<file path="config.mk">
export PLATFORM = sky130hd
export DESIGN_NAME = relu_writeback
export DESIGN_NICKNAME = d
export VERILOG_FILES = /design/src/rtl/relu_wb_pkg.sv /design/src/rtl/wb_row_fifo.sv /design/src/rtl/relu_writeback.sv
export SDC_FILE = /design/constraint.sdc
export NUM_CORES = 1
export LEC_CHECK = 0
export BUFFER_PORTS_ARGS = -buffer_cell sky130_fd_sc_hd__clkbuf_2
export CORE_UTILIZATION = 43
export CTS_CLUSTER_SIZE = 24
export DETAILED_ROUTE_END_ITERATION = 10
export PLACE_DENSITY_LB_ADDON = 0.05
export SYNTH_ARGS = -nofsm -noshare
export SYNTH_HDL_FRONTEND = slang
export SYNTH_SLANG_ARGS = --single-unit
</file>
<file path="constraint.sdc">
create_clock -name clk -period 25.6 [get_ports clk]
set_input_delay 5.12 -clock clk [delete_from_list [all_inputs] [get_ports clk]]
set_output_delay 5.12 -clock clk [all_outputs]
set_load 0.02 [all_outputs]
</file>
<file path="src/rtl/relu_wb_pkg.sv">
// relu_wb_pkg: shared types and sizing for the ReLU write-back stage.
// Holds the write-back FSM state enum, default geometry, the row width and
// the FIFO pointer width (log2 depth + 1 wrap bit for full/empty detection).
package relu_wb_pkg;

  typedef enum logic [1:0] {
    ST_IDLE = 2'd0,
    ST_RUN  = 2'd1,
    ST_DONE = 2'd2
  } wb_state_e;

  localparam int unsigned DATA_W_DEF     = 4;
  localparam int unsigned DIM_DEF        = 64;
  localparam int unsigned ADDR_W_DEF     = 8;
  localparam int unsigned FIFO_DEPTH_DEF = 4;

  localparam int unsigned ROW_W_DEF = DATA_W_DEF * DIM_DEF;

  // Pointer width for a FIFO of the given depth, including the wrap bit.
  function automatic int unsigned ptr_width(input int unsigned depth);
    return 32'($clog2(depth)) + 32'd1;
  endfunction

  localparam int unsigned FIFO_PTR_W_DEF = ptr_width(FIFO_DEPTH_DEF);

endpackage

</file>
<file path="src/rtl/wb_row_fifo.sv">
// wb_row_fifo: synchronous row FIFO with a registered head.
// Ports:
//   clk, rst_n      clock, async active-low reset (flushes contents)
//   push, push_data write a row (caller guarantees !full || pop)
//   pop             drop the head row
//   head            registered head row
//   empty, full     registered status flags
//   empty_d_c       emptiness after this cycle's push/pop (combinational)
//   head_d_c        head row after this cycle's push/pop (combinational)
module wb_row_fifo
  import relu_wb_pkg::*;
#(
  parameter int unsigned WIDTH = ROW_W_DEF,
  parameter int unsigned DEPTH = FIFO_DEPTH_DEF
) (
  input  logic             clk,
  input  logic             rst_n,
  input  logic             push,
  input  logic [WIDTH-1:0] push_data,
  input  logic             pop,
  output logic [WIDTH-1:0] head,
  output logic             empty,
  output logic             full,
  output logic             empty_d_c,
  output logic [WIDTH-1:0] head_d_c
);

  localparam int unsigned PTR_W = ptr_width(DEPTH);
  localparam int unsigned IDX_W = PTR_W - 1;

  logic [WIDTH-1:0] mem [DEPTH];
  logic [PTR_W-1:0] wr_ptr, rd_ptr;
  logic [PTR_W-1:0] wr_ptr_d, rd_ptr_d;
  logic             full_d;

  // Next pointers, flags and head; a row pushed into the slot that becomes
  // the head this cycle is forwarded straight from push_data.
  always_comb begin
    wr_ptr_d  = wr_ptr + PTR_W'(push);
    rd_ptr_d  = rd_ptr + PTR_W'(pop);
    empty_d_c = (wr_ptr_d == rd_ptr_d);
    full_d    = ((wr_ptr_d - rd_ptr_d) == PTR_W'(DEPTH));
    head_d_c  = head;
    if (!empty_d_c) begin
      if (push && (rd_ptr_d == wr_ptr)) begin
        head_d_c = push_data;
      end else begin
        head_d_c = mem[rd_ptr_d[IDX_W-1:0]];
      end
    end
  end

  // Pointer, flag and head registers.
  always_ff @(posedge clk or negedge rst_n) begin
    if (!rst_n) begin
      wr_ptr <= '0;
      rd_ptr <= '0;
      empty  <= 1'b1;
      full   <= 1'b0;
      head   <= '0;
    end else begin
      wr_ptr <= wr_ptr_d;
      rd_ptr <= rd_ptr_d;
      empty  <= empty_d_c;
      full   <= full_d;
      head   <= head_d_c;
    end
  end

  // Row storage; contents are don't-care while the pointers say empty.
  always_ff @(posedge clk) begin
    if (push) begin
      mem[wr_ptr[IDX_W-1:0]] <= push_data;
    end
  end

endmodule

</file>
<file path="src/rtl/relu_writeback.sv">
// relu_writeback: buffers quantised ReLU rows and writes them to consecutive
// activation-memory addresses under a valid/ready handshake.
// Build option: RELU_WB_ZERO_SKIP_EN -- all-zero head rows are popped without
// a memory write (address and row count still advance).
// Ports:
//   clk, rst_n           clock, async active-low reset
//   start                latch base_addr/num_rows (honoured in IDLE only)
//   base_addr, num_rows  first address and row count of the job
//   relu_valid/relu_data incoming row, lane 0 in the LSBs
//   wb_en/wb_addr/wb_data/wb_ready  memory write handshake
//   busy                 high in RUN and DONE
//   done                 one-cycle completion pulse
//   overflow             sticky: a row was dropped on a full FIFO
module relu_writeback
  import relu_wb_pkg::*;
#(
  parameter int unsigned DATA_W     = DATA_W_DEF,
  parameter int unsigned DIM        = DIM_DEF,
  parameter int unsigned ADDR_W     = ADDR_W_DEF,
  parameter int unsigned FIFO_DEPTH = FIFO_DEPTH_DEF
) (
  input  logic                  clk,
  input  logic                  rst_n,
  input  logic                  start,
  input  logic [ADDR_W-1:0]     base_addr,
  input  logic [ADDR_W-1:0]     num_rows,
  input  logic                  relu_valid,
  input  logic [DATA_W*DIM-1:0] relu_data,
  output logic                  wb_en,
  output logic [ADDR_W-1:0]     wb_addr,
  output logic [DATA_W*DIM-1:0] wb_data,
  input  logic                  wb_ready,
  output logic                  busy,
  output logic                  done,
  output logic                  overflow
);

  localparam int unsigned ROW_W = DATA_W * DIM;

`ifdef RELU_WB_ZERO_SKIP_EN
  localparam bit ZERO_SKIP = 1'b1;
`else
  localparam bit ZERO_SKIP = 1'b0;
`endif

  wb_state_e         state_q, state_d;
  logic [ADDR_W-1:0] num_rows_q;
  logic [ADDR_W-1:0] acc_cnt;
  logic [ADDR_W-1:0] wr_cnt;

  logic             fifo_push, fifo_pop;
  logic             fifo_empty, fifo_full, fifo_empty_d;
  logic [ROW_W-1:0] fifo_head_d;

  logic start_ok, push_req, drop, skip_pop, last_row, wb_en_d;

  wb_row_fifo #(
    .WIDTH (ROW_W),
    .DEPTH (FIFO_DEPTH)
  ) u_fifo (
    .clk       (clk),
    .rst_n     (rst_n),
    .push      (fifo_push),
    .push_data (relu_data),
    .pop       (fifo_pop),
    .head      (wb_data),
    .empty     (fifo_empty),
    .full      (fifo_full),
    .empty_d_c (fifo_empty_d),
    .head_d_c  (fifo_head_d)
  );

  // Next state, FIFO control and next write-enable.
  always_comb begin
    state_d   = state_q;
    start_ok  = (state_q == ST_IDLE) && start;
    skip_pop  = ZERO_SKIP && (state_q == ST_RUN) && !fifo_empty && (wb_data == '0);
    fifo_pop  = (wb_en && wb_ready) || skip_pop;
    last_row  = (wr_cnt == (num_rows_q - ADDR_W'(1)));
    push_req  = relu_valid && (state_q == ST_RUN) && (acc_cnt < num_rows_q);
    fifo_push = push_req && (!fifo_full || fifo_pop);
    drop      = push_req && fifo_full && !fifo_pop;

    unique case (state_q)
      ST_IDLE: if (start) state_d = (num_rows == '0) ? ST_DONE : ST_RUN;
      ST_RUN:  if (fifo_pop && last_row) state_d = ST_DONE;
      ST_DONE: state_d = ST_IDLE;
      default: state_d = ST_IDLE;
    endcase

    // Registered wb_en tracks what the FIFO and FSM will look like next cycle.
    wb_en_d = (state_d == ST_RUN) && !fifo_empty_d &&
              (!ZERO_SKIP || (fifo_head_d != '0));
  end

  // State, counters, address and status registers.
  always_ff @(posedge clk or negedge rst_n) begin
    if (!rst_n) begin
      state_q    <= ST_IDLE;
      num_rows_q <= '0;
      acc_cnt    <= '0;
      wr_cnt     <= '0;
      wb_addr    <= '0;
      wb_en      <= 1'b0;
      busy       <= 1'b0;
      done       <= 1'b0;
      overflow   <= 1'b0;
    end else begin
      state_q <= state_d;
      wb_en   <= wb_en_d;
      busy    <= (state_d != ST_IDLE);
      done    <= (state_d == ST_DONE);
      if (start_ok) begin
        num_rows_q <= num_rows;
        wb_addr    <= base_addr;
        acc_cnt    <= '0;
        wr_cnt     <= '0;
        overflow   <= 1'b0;
      end else begin
        if (fifo_push) acc_cnt <= acc_cnt + ADDR_W'(1);
        // wb_addr tracks base_addr + wr_cnt and wraps silently.
        if (fifo_pop) begin
          wr_cnt  <= wr_cnt + ADDR_W'(1);
          wb_addr <= wb_addr + ADDR_W'(1);
        end
        if (drop) overflow <= 1'b1;
      end
    end
  end

endmodule

</file>
==> results of run 1 <==
[routing by layer]
layer / track usage / part of all wire
met3: 0.0664 / 0.077
met1: 0.289 / 0.40
met2: 0.380 / 0.49
met5: 0 / 0.0017
met4: 0.0695 / 0.026
[worst register-to-register path: cells and delay by family (launching register included)]
family,cells,cell delay (ns)
XOR/XNOR,1,0.36
buffers and inverters,3,2.15
flip-flops,1,0.38
AND/OR/NAND/NOR,2,0.95
adder cells (fa/ha/maj),2,1.17
AO/OA/AOI/OAI,2,0.50
[cells by family (layout without fill, tap and decap cells)]
logic type / after synthesis / in the layout
other: 0 / 9
buffers and inverters: 252 / 871
muxes: 261 / 261
xor gates and xnor gates: 28 / 28
AOI/OAI and AO/OA: 563 / 563
and+or+nand+nor: 619 / 619
adders and majority gates: 17 / 17
DFF: 1325 / 1325
[layout make-up]
class                   instances  share of cell area
well taps                    1600              0.0330
inverters                      14            0.000866
flip-flops and latches       1325               0.631
diodes                          9            0.000371
clock buffers                 205              0.0691
multi-input cells            1488               0.204
clock inverters                61             0.00982
repair buffers                591              0.0519
[cells in the final DEF, fill, tap and decap left out, types with 36 or more instances in the layout]
cell	n
sky130_fd_sc_hd__edfxtp_1	1024
sky130_fd_sc_hd__nand3_1	262
sky130_fd_sc_hd__a31oi_1	257
sky130_fd_sc_hd__nor2_1	273
sky130_fd_sc_hd__clkbuf_2	543
sky130_fd_sc_hd__dfrtp_1	301
sky130_fd_sc_hd__buf_4	42
sky130_fd_sc_hd__nand2_1	36
sky130_fd_sc_hd__o21ai_0	228
sky130_fd_sc_hd__o21ai_1	50
sky130_fd_sc_hd__clkbuf_16	153
sky130_fd_sc_hd__mux4_2	256
[report_power, final]
part	internal (mW)	switching, mW
sequential	3.02	0.254
combinational	1.37	2.45
clock	1.25	0.830
[state kept, by name, indices dropped and copies added (netlist names), 2 cells and up]
signal / count
wr_cnt: 8
acc_cnt: 8
u_fifo.head: 256
u_fifo.mem: 1024
u_fifo.wr_ptr: 3
state_q: 2
num_rows_q: 8
wb_addr: 8
u_fifo.rd_ptr: 3
[stage by stage]
| step | hold WS (ns) | utilization | std cells |
|---|---|---|---|
| 2_1_floorplan | 0.418 | - | 3065 |
| 3_3_place_gp | 0.447 | 0.471 | 5018 |
| 3_5_place_dp | 0.444 | 0.471 | 5018 |
| 4_1_cts | 0.453 | 0.512 | 5284 |
| 5_1_grt | 0.480 | 0.512 | 5290 |
| 6_report | 0.452 | 0.512 | 5293 |
[worst paths after layout]
path | start | end | slack (ns) | cells after the start
setup / recovery | wb_ready | u_fifo.head[74] | 15.91 | 11
hold / removal | state_q[1] | busy | 0.45 | 1
setup reg to reg | wb_en | u_fifo.head[74] | 19.99 | 10
hold reg to reg | state_q[1] | busy | 0.45 | 1
max in group asynchronous | rst_n | u_fifo.head[88] | 18.72 | 3
min in group asynchronous | rst_n | u_fifo.head[179] | 4.35 | 1
==> summary.md, run 1 <==
| Metric | Value |
|---|---|
| Status | finished, final reports clean |
| Cell type with the highest aggregate area in the netlist | sky130_fd_sc_hd__edfxtp_1 |
| Tightest Pin Transition | ~1.3 ns |
| Leading cell types by total area after synthesis | sky130_fd_sc_hd__edfxtp_1 (59%), sky130_fd_sc_hd__dfrtp_1 (15%), sky130_fd_sc_hd__mux4_2 (11%), sky130_fd_sc_hd__a31oi_1 (3.1%), sky130_fd_sc_hd__nand3_1 (2.5%) |
| Critical-path cell list | clkbuf_2 > nand2_2 > inv_1 > ha_4 > ha_4 > xor2_1 > or4_4 > buf_4 > buf_4 > o21ai_0 > a31oi_1 |
| Tmin final | between 9 and 10 ns |
| Sum of internal, switching and leakage power | 9.18 mW |
| Drt initial violations | ~2100 |
| RD Place Congestion | 0.777 |
| Placed wire-length estimate after detailed placement | between 70000 and 80000 um |
| Crit. End Element | register |
| Headroom to the max-slew limit | 0.156 |
| Cell area after layout | 60700 sq um |
| Antenna violations before repair | 26 |
| Core footprint | 119000 sq um |
| Highest attainable clock frequency | 103 MHz |
| Standard cell with the maximum stage delay on the critical path | sky130_fd_sc_hd__buf_4 |
| Gate count after technology mapping | approximately 3100 |
| Seq/Total Area, Yosys | 0.741 |
| Number of endpoints with negative hold slack in the final report | 0 |
| Drt first pass iters | 7 |
| DR DRC count | 0 |
| Clock net sink count | 1325 |
| Post-detailed-placement cell area | roughly 56000 sq um |
| Setup TNS | 0 ns |
| Mux cell area share after synthesis | 0.113 |
| Worst path required time | around 26 ns |
| CP bufs+invs | 4 |
| Kind of critical path | in -> reg |
| Largest stage delay on the critical path | around 0.95 ns |
| Post-synth top cells | sky130_fd_sc_hd__edfxtp_1 (1024), sky130_fd_sc_hd__dfrtp_1 (301), sky130_fd_sc_hd__nor2_1 (275), sky130_fd_sc_hd__nand3_1 (263), sky130_fd_sc_hd__a31oi_1 (257) |
| Post-layout nets | ~3900 |
| Adder and majority gate portion of the synthesized area | 0.00411 |
| Count of final setup violators | 0 |
| Effective utilization at floorplan | 0.436 |
| RSZ-0062 raised after global routing | no |
| Pwr dens | 151 nW/um^2 |
| Sequential cell area | 38300 sq um |
| Main combinational cell family by area after synthesis | multiplexers |
| Footprint of the multi-input gates | ~12000 sq um |
| CTS buffer count | approximately 140 |
| Compound-gate portion of the synthesized area | 0.0622 |
| Max-capacitance violation count | 0 |
| Hold-fix buffer count after cts | 0 |
| Largest net degree at the start of global routing | between 200 and 250 |
| Area of the die | 122000 sq um |
| Number of top-level pins | 545 |
| Clk root buf | sky130_fd_sc_hd__clkbuf_16 |
| Ratio of cells with drive above 1 in the final layout | 0.291 |
| X dimension of the die | 349 um |
| Filler cell count | about 10000 |
| Overall routing resource usage | 0.228 |
| Main flop type after synthesis | sky130_fd_sc_hd__edfxtp_1 |
| Overall routed net length | between 100000 and 150000 um |
| Clock insertion delay at the later pin of the skew report | 0.74 ns |
| Clock-pin slew reported for the worst setup and hold paths after clock tree synthesis | roughly 0.060 ns |
| Placement-stage worst setup slack | ~15 ns |
| Mean post-synth cell area | 16.9 sq um |
| Total of cells resized after clock tree synthesis | 0 |
| EDFF count, synth | 1024 |
| Routed len/inst | 26.2 um |
| Post-route clock skew | 0.0319 ns |
| Number of nets still failing antenna checks after routing | 0 |
| Worst min-delay path category | reg -> reg |
| GRT overflow | 0 |
| Height of the chip | approximately 350 um |
| Number of H-tree branching levels | 4 |
| CP Launch Type | primary input |
| Number of buffers on the longest clock path | 3 |
| TritonCTS clock tree | yes |
| Peak ir drop on the vdd network | 0.147 mV |
| Leading cell type by number of instances after synthesis | sky130_fd_sc_hd__edfxtp_1 |
| Number of storage elements in the synthesis netlist | about 1300 |
| Synth Cell Area | between 50000 and 60000 sq um |
| Syn. warnings | 0 |
| Data arrival at the endpoint of the critical path | 10.32 ns |
| Synth unique cells | about 50 |
| Async set-reset flop share out of synthesis | 0.227 |
| Wire length of the first global-routing pass | 207000 um |
| Count of input and output buffers | approximately 540 |
| Highest net fanout along the worst path | 76 |
| # Post-CTS Setup Buffers | 0 |
| Net count after synthesis | roughly 3400 |
| Dominant delay contributor by cell family on the critical path | buffers and inverters |
| Area share of the leading cell type in the synthesized netlist | 0.595 |
| Number of vias per cell after detailed routing | about 5.7 |
| Leakage power figure | about 21 nW |
| Slack of the critical path | 15.91 ns |
| Number of global-route vias before repair | between 30000 and 40000 |
| Parity-gate share of the synthesized area counting xor and xnor cells | 0.00474 |
| Area growth from synthesis to layout | 17.4% |
| Via Count | roughly 30000 |
| Final Max Slew Viols | 0 |
| Cell row count | ~130 |
| Final clock period utilization by the worst path | 0.379 |
| Post-Synth Simple-Gate Area | 0.0541 |
No activity file was read; power rests on OpenSTA's default activity.
==> run 2, diff against run 1 <==
clock period = 8.8 ns   (was 25.6 ns; I/O delays follow)
==> summary.md, run 2 (synthesized netlist as in run 1, its figures left out) <==
| Metric | Value |
|---|---|
| Status | finished, final reports clean |
| Wire length of the first global-routing pass | 206000 um (-0.20%) |
| CP Launch Type | primary input |
| Cell internal power dissipation | 16.5 mW (+190%) |
| Worst reg-to-reg path cell count | 9 (-1) |
| Worst min-delay path category | reg -> reg |
| Number of endpoints with negative hold slack in the final report | 0 (unchanged) |
| Max FFs per register | 1024 (unchanged) |
| Filler cell count | 9832 (-1.4%) |
| Total of cells resized after clock tree synthesis | 0 (unchanged) |
| GRT overflow | 0 (unchanged) |
| Post-route clock skew | 0.0330 ns (+0.00111 ns) |
| Area growth from synthesis to layout | 17.7% |
| Via Count | 30200 (+0.42%) |
| Crit. End Element | register |
| Number of vias per cell after detailed routing | 5.71 (+0.44%) |
| Hold-fix buffer count after cts | 0 (unchanged) |
| Effective utilization at floorplan | 0.436 (unchanged) |
| Area of the die | 122000 sq um (unchanged) |
| Logic pwr share | 0.419 (+0.003) |
| DR DRC count | 0 (unchanged) |
| Highest attainable clock frequency | between 150 and 200 MHz |
| Critical-path cell list | clkbuf_2 > nand2_2 > inv_1 > ha_4 > ha_4 > buf_4 > buf_4 > mux4_2 > o21ai_0 > a31oi_1 |
| Top library cells by usage in the layout, fill and taps aside | sky130_fd_sc_hd__edfxtp_1 (1024), sky130_fd_sc_hd__clkbuf_2 (543), sky130_fd_sc_hd__dfrtp_1 (301) |
| Height of the chip | 349 um (unchanged) |
| Timing endpoint of the critical path | u_fifo.head[246] |
| Global routing usage on met1 | 0.295 (+0.00604) |
| Worst reg2reg endpoint | u_fifo.head[246] |
| Sequential cell area | 38300 sq um (unchanged) |
| RSZ-0062 raised after global routing | no |
| Count of input and output buffers | 544 (unchanged) |
| Fraction of power consumed by the clock network | 0.229 (+0.002) |
| Overall routing resource usage | 0.228 (about the same) |
| NetSw | 10.3 mW (+190%) |
| Clk root buf | sky130_fd_sc_hd__clkbuf_16 |
| Drt first pass iters | 5 (-2) |
| Leakage power figure | 21.3 nW (+0.40%) |
| Tightest Pin Transition | 1.24 ns (-0.0235 ns) |
| Share of total power in sequential cells | 0.352 (-0.005) |
| Met2 track utilization from global routing | 0.377 (-0.00357) |
| FF-to-FF setup slack | 4.34 ns (-15.65 ns) |
| Post-layout nets | 3858 (unchanged) |
| Sum of internal, switching and leakage power | 26.8 mW (+190%) |
| Count of final setup violators | 0 (unchanged) |
| Clock net sink count | 1325 (unchanged) |
| Peak ir drop on the vdd network | 0.561 mV (+280%) |
| Number of H-tree branching levels | 4 (unchanged) |
| Routed len/inst | 26.1 um (about the same) |
| Kind of critical path | in -> reg |
| Standard cell with the maximum stage delay on the critical path | sky130_fd_sc_hd__ha_4 |
| Busiest layer in global routing | met2 |
| Cell row count | 126 (unchanged) |
| Clock-pin slew reported for the worst setup and hold paths after clock tree synthesis | 0.06 ns (about the same) |
| Data arrival at the endpoint of the critical path | 5.71 ns (-4.61 ns) |
| Launching element of the worst setup path | wb_ready |
| Ratio of cells with drive above 1 in the final layout | 0.293 (+0.00171) |
| Placement-stage worst setup slack | 2.82 ns (-12.26 ns) |
| Tmin final | between 5 and 6 ns |
| Final Max Slew Viols | 0 (unchanged) |
| Worst path required time | 9.36 ns (-16.87 ns) |
| Number of global-route vias before repair | 31700 (-0.81%) |
| Antenna violations before repair | 19 (-27%) |
| Largest stage delay on the critical path | 0.92 ns (-0.03 ns) |
| Post-detailed-placement cell area | 55900 sq um (+0.14%) |
| TritonCTS clock tree | yes |
| Number of buffers on the longest clock path | 3 (unchanged) |
| CTS buffer count | 145 (+0.69%) |
| Clock insertion delay at the later pin of the skew report | 0.74 ns (about the same) |
| Core utilization of the finished layout | 0.513 (+0.00140) |
| Max-capacitance violation count | 0 (unchanged) |
| Final clock period utilization by the worst path | 0.585 |
| RD Place Congestion | 0.789 (+1.5%) |
| Cell area after layout | 60800 sq um (+0.27%) |
| Headroom to the max-slew limit | 0.171 (+0.0157) |
| Start of the worst register-to-register path | wb_en |
| Largest net degree at the start of global routing | 186 (-11%) |
| Met3 GRT Util | 0.0638 (-0.00266) |
| Number of cells on the worst hold path | 1 (unchanged) |
| Number of top-level pins | 545 (unchanged) |
| Commonest non-fill, non-tap cell in the layout | sky130_fd_sc_hd__edfxtp_1 |
| # Post-CTS Setup Buffers | 0 (unchanged) |
| Pwr dens | 441 nW/um^2 (+190%) |
| Placed wire-length estimate after detailed placement | 75000 um (-1.4%) |
| Number of nets still failing antenna checks after routing | 0 (unchanged) |
| Share of total power consumed by net switching | 0.383 (-0.00178) |
| Drt initial violations | 2297 (+9.1%) |
| Overall routed net length | 138000 um (about the same) |
| X dimension of the die | 349 um (unchanged) |
| Footprint of the multi-input gates | 12400 sq um (unchanged) |
| Highest net fanout along the worst path | 56 (-26%) |
| Core footprint | 119000 sq um (unchanged) |
| Slack of the critical path | 3.66 ns (-12.25 ns) |
## run 2: stage by stage
step	instances	hold WS, ns	setup TNS [ns]
global route	5288	0.497	0
finish	5292	0.485	0
global placement	5017	0.475	0
CTS	5283	0.489	0
floorplan	3065	0.418	-651.86
detailed placement	5017	0.475	0
## run 2: layout make-up
class / count / area share
sequential: 1325 / 0.629
multi-input combinational: 1488 / 0.203
clock buffer: 208 / 0.0698
timing repair buffer: 590 / 0.0531
tap: 1600 / 0.0329
clock inverter: 58 / 0.0104
inverter: 14 / 0.000864
antenna: 9 / 0.000370
## run 2: power groups by stage
stage	clock network [mW]	registers [mW]	logic (mW)
detailed placement	0	9.58	11.4
CTS	6.28	9.47	11.4
finish	6.14	9.45	11.2
floorplan	0	10.4	7.16
global placement	0	9.49	11.3
global route	6.51	9.61	12.3
## run 2: metal layers
metal  wire length (um)  vias to the layer above
met5                153                        -
met3              10500                      223
li1                   -                    13100
met1              55900                    15900
met2              68500                      979
met4               3260                       24
## run 2: how the worst min path moves through the flow
stage                          start  endpoint  slack, ns
after detailed placement  state_q[1]      busy       0.48
final                     state_q[1]      busy       0.49
after global placement    state_q[1]      busy       0.47
after floorplan           state_q[1]      busy       0.42
after global routing      state_q[1]      busy       0.50
after CTS                 state_q[1]      busy       0.49
## run 2: worst max-delay path: cells and delay by family
| kind | cells | cell delay (ns) |
|---|---|---|
| compound gates | 2 | 0.23 |
| mux | 1 | 0.42 |
| fa+ha+maj | 2 | 1.17 |
| buf+inv | 4 | 1.87 |
| simple gates | 1 | 0.13 |
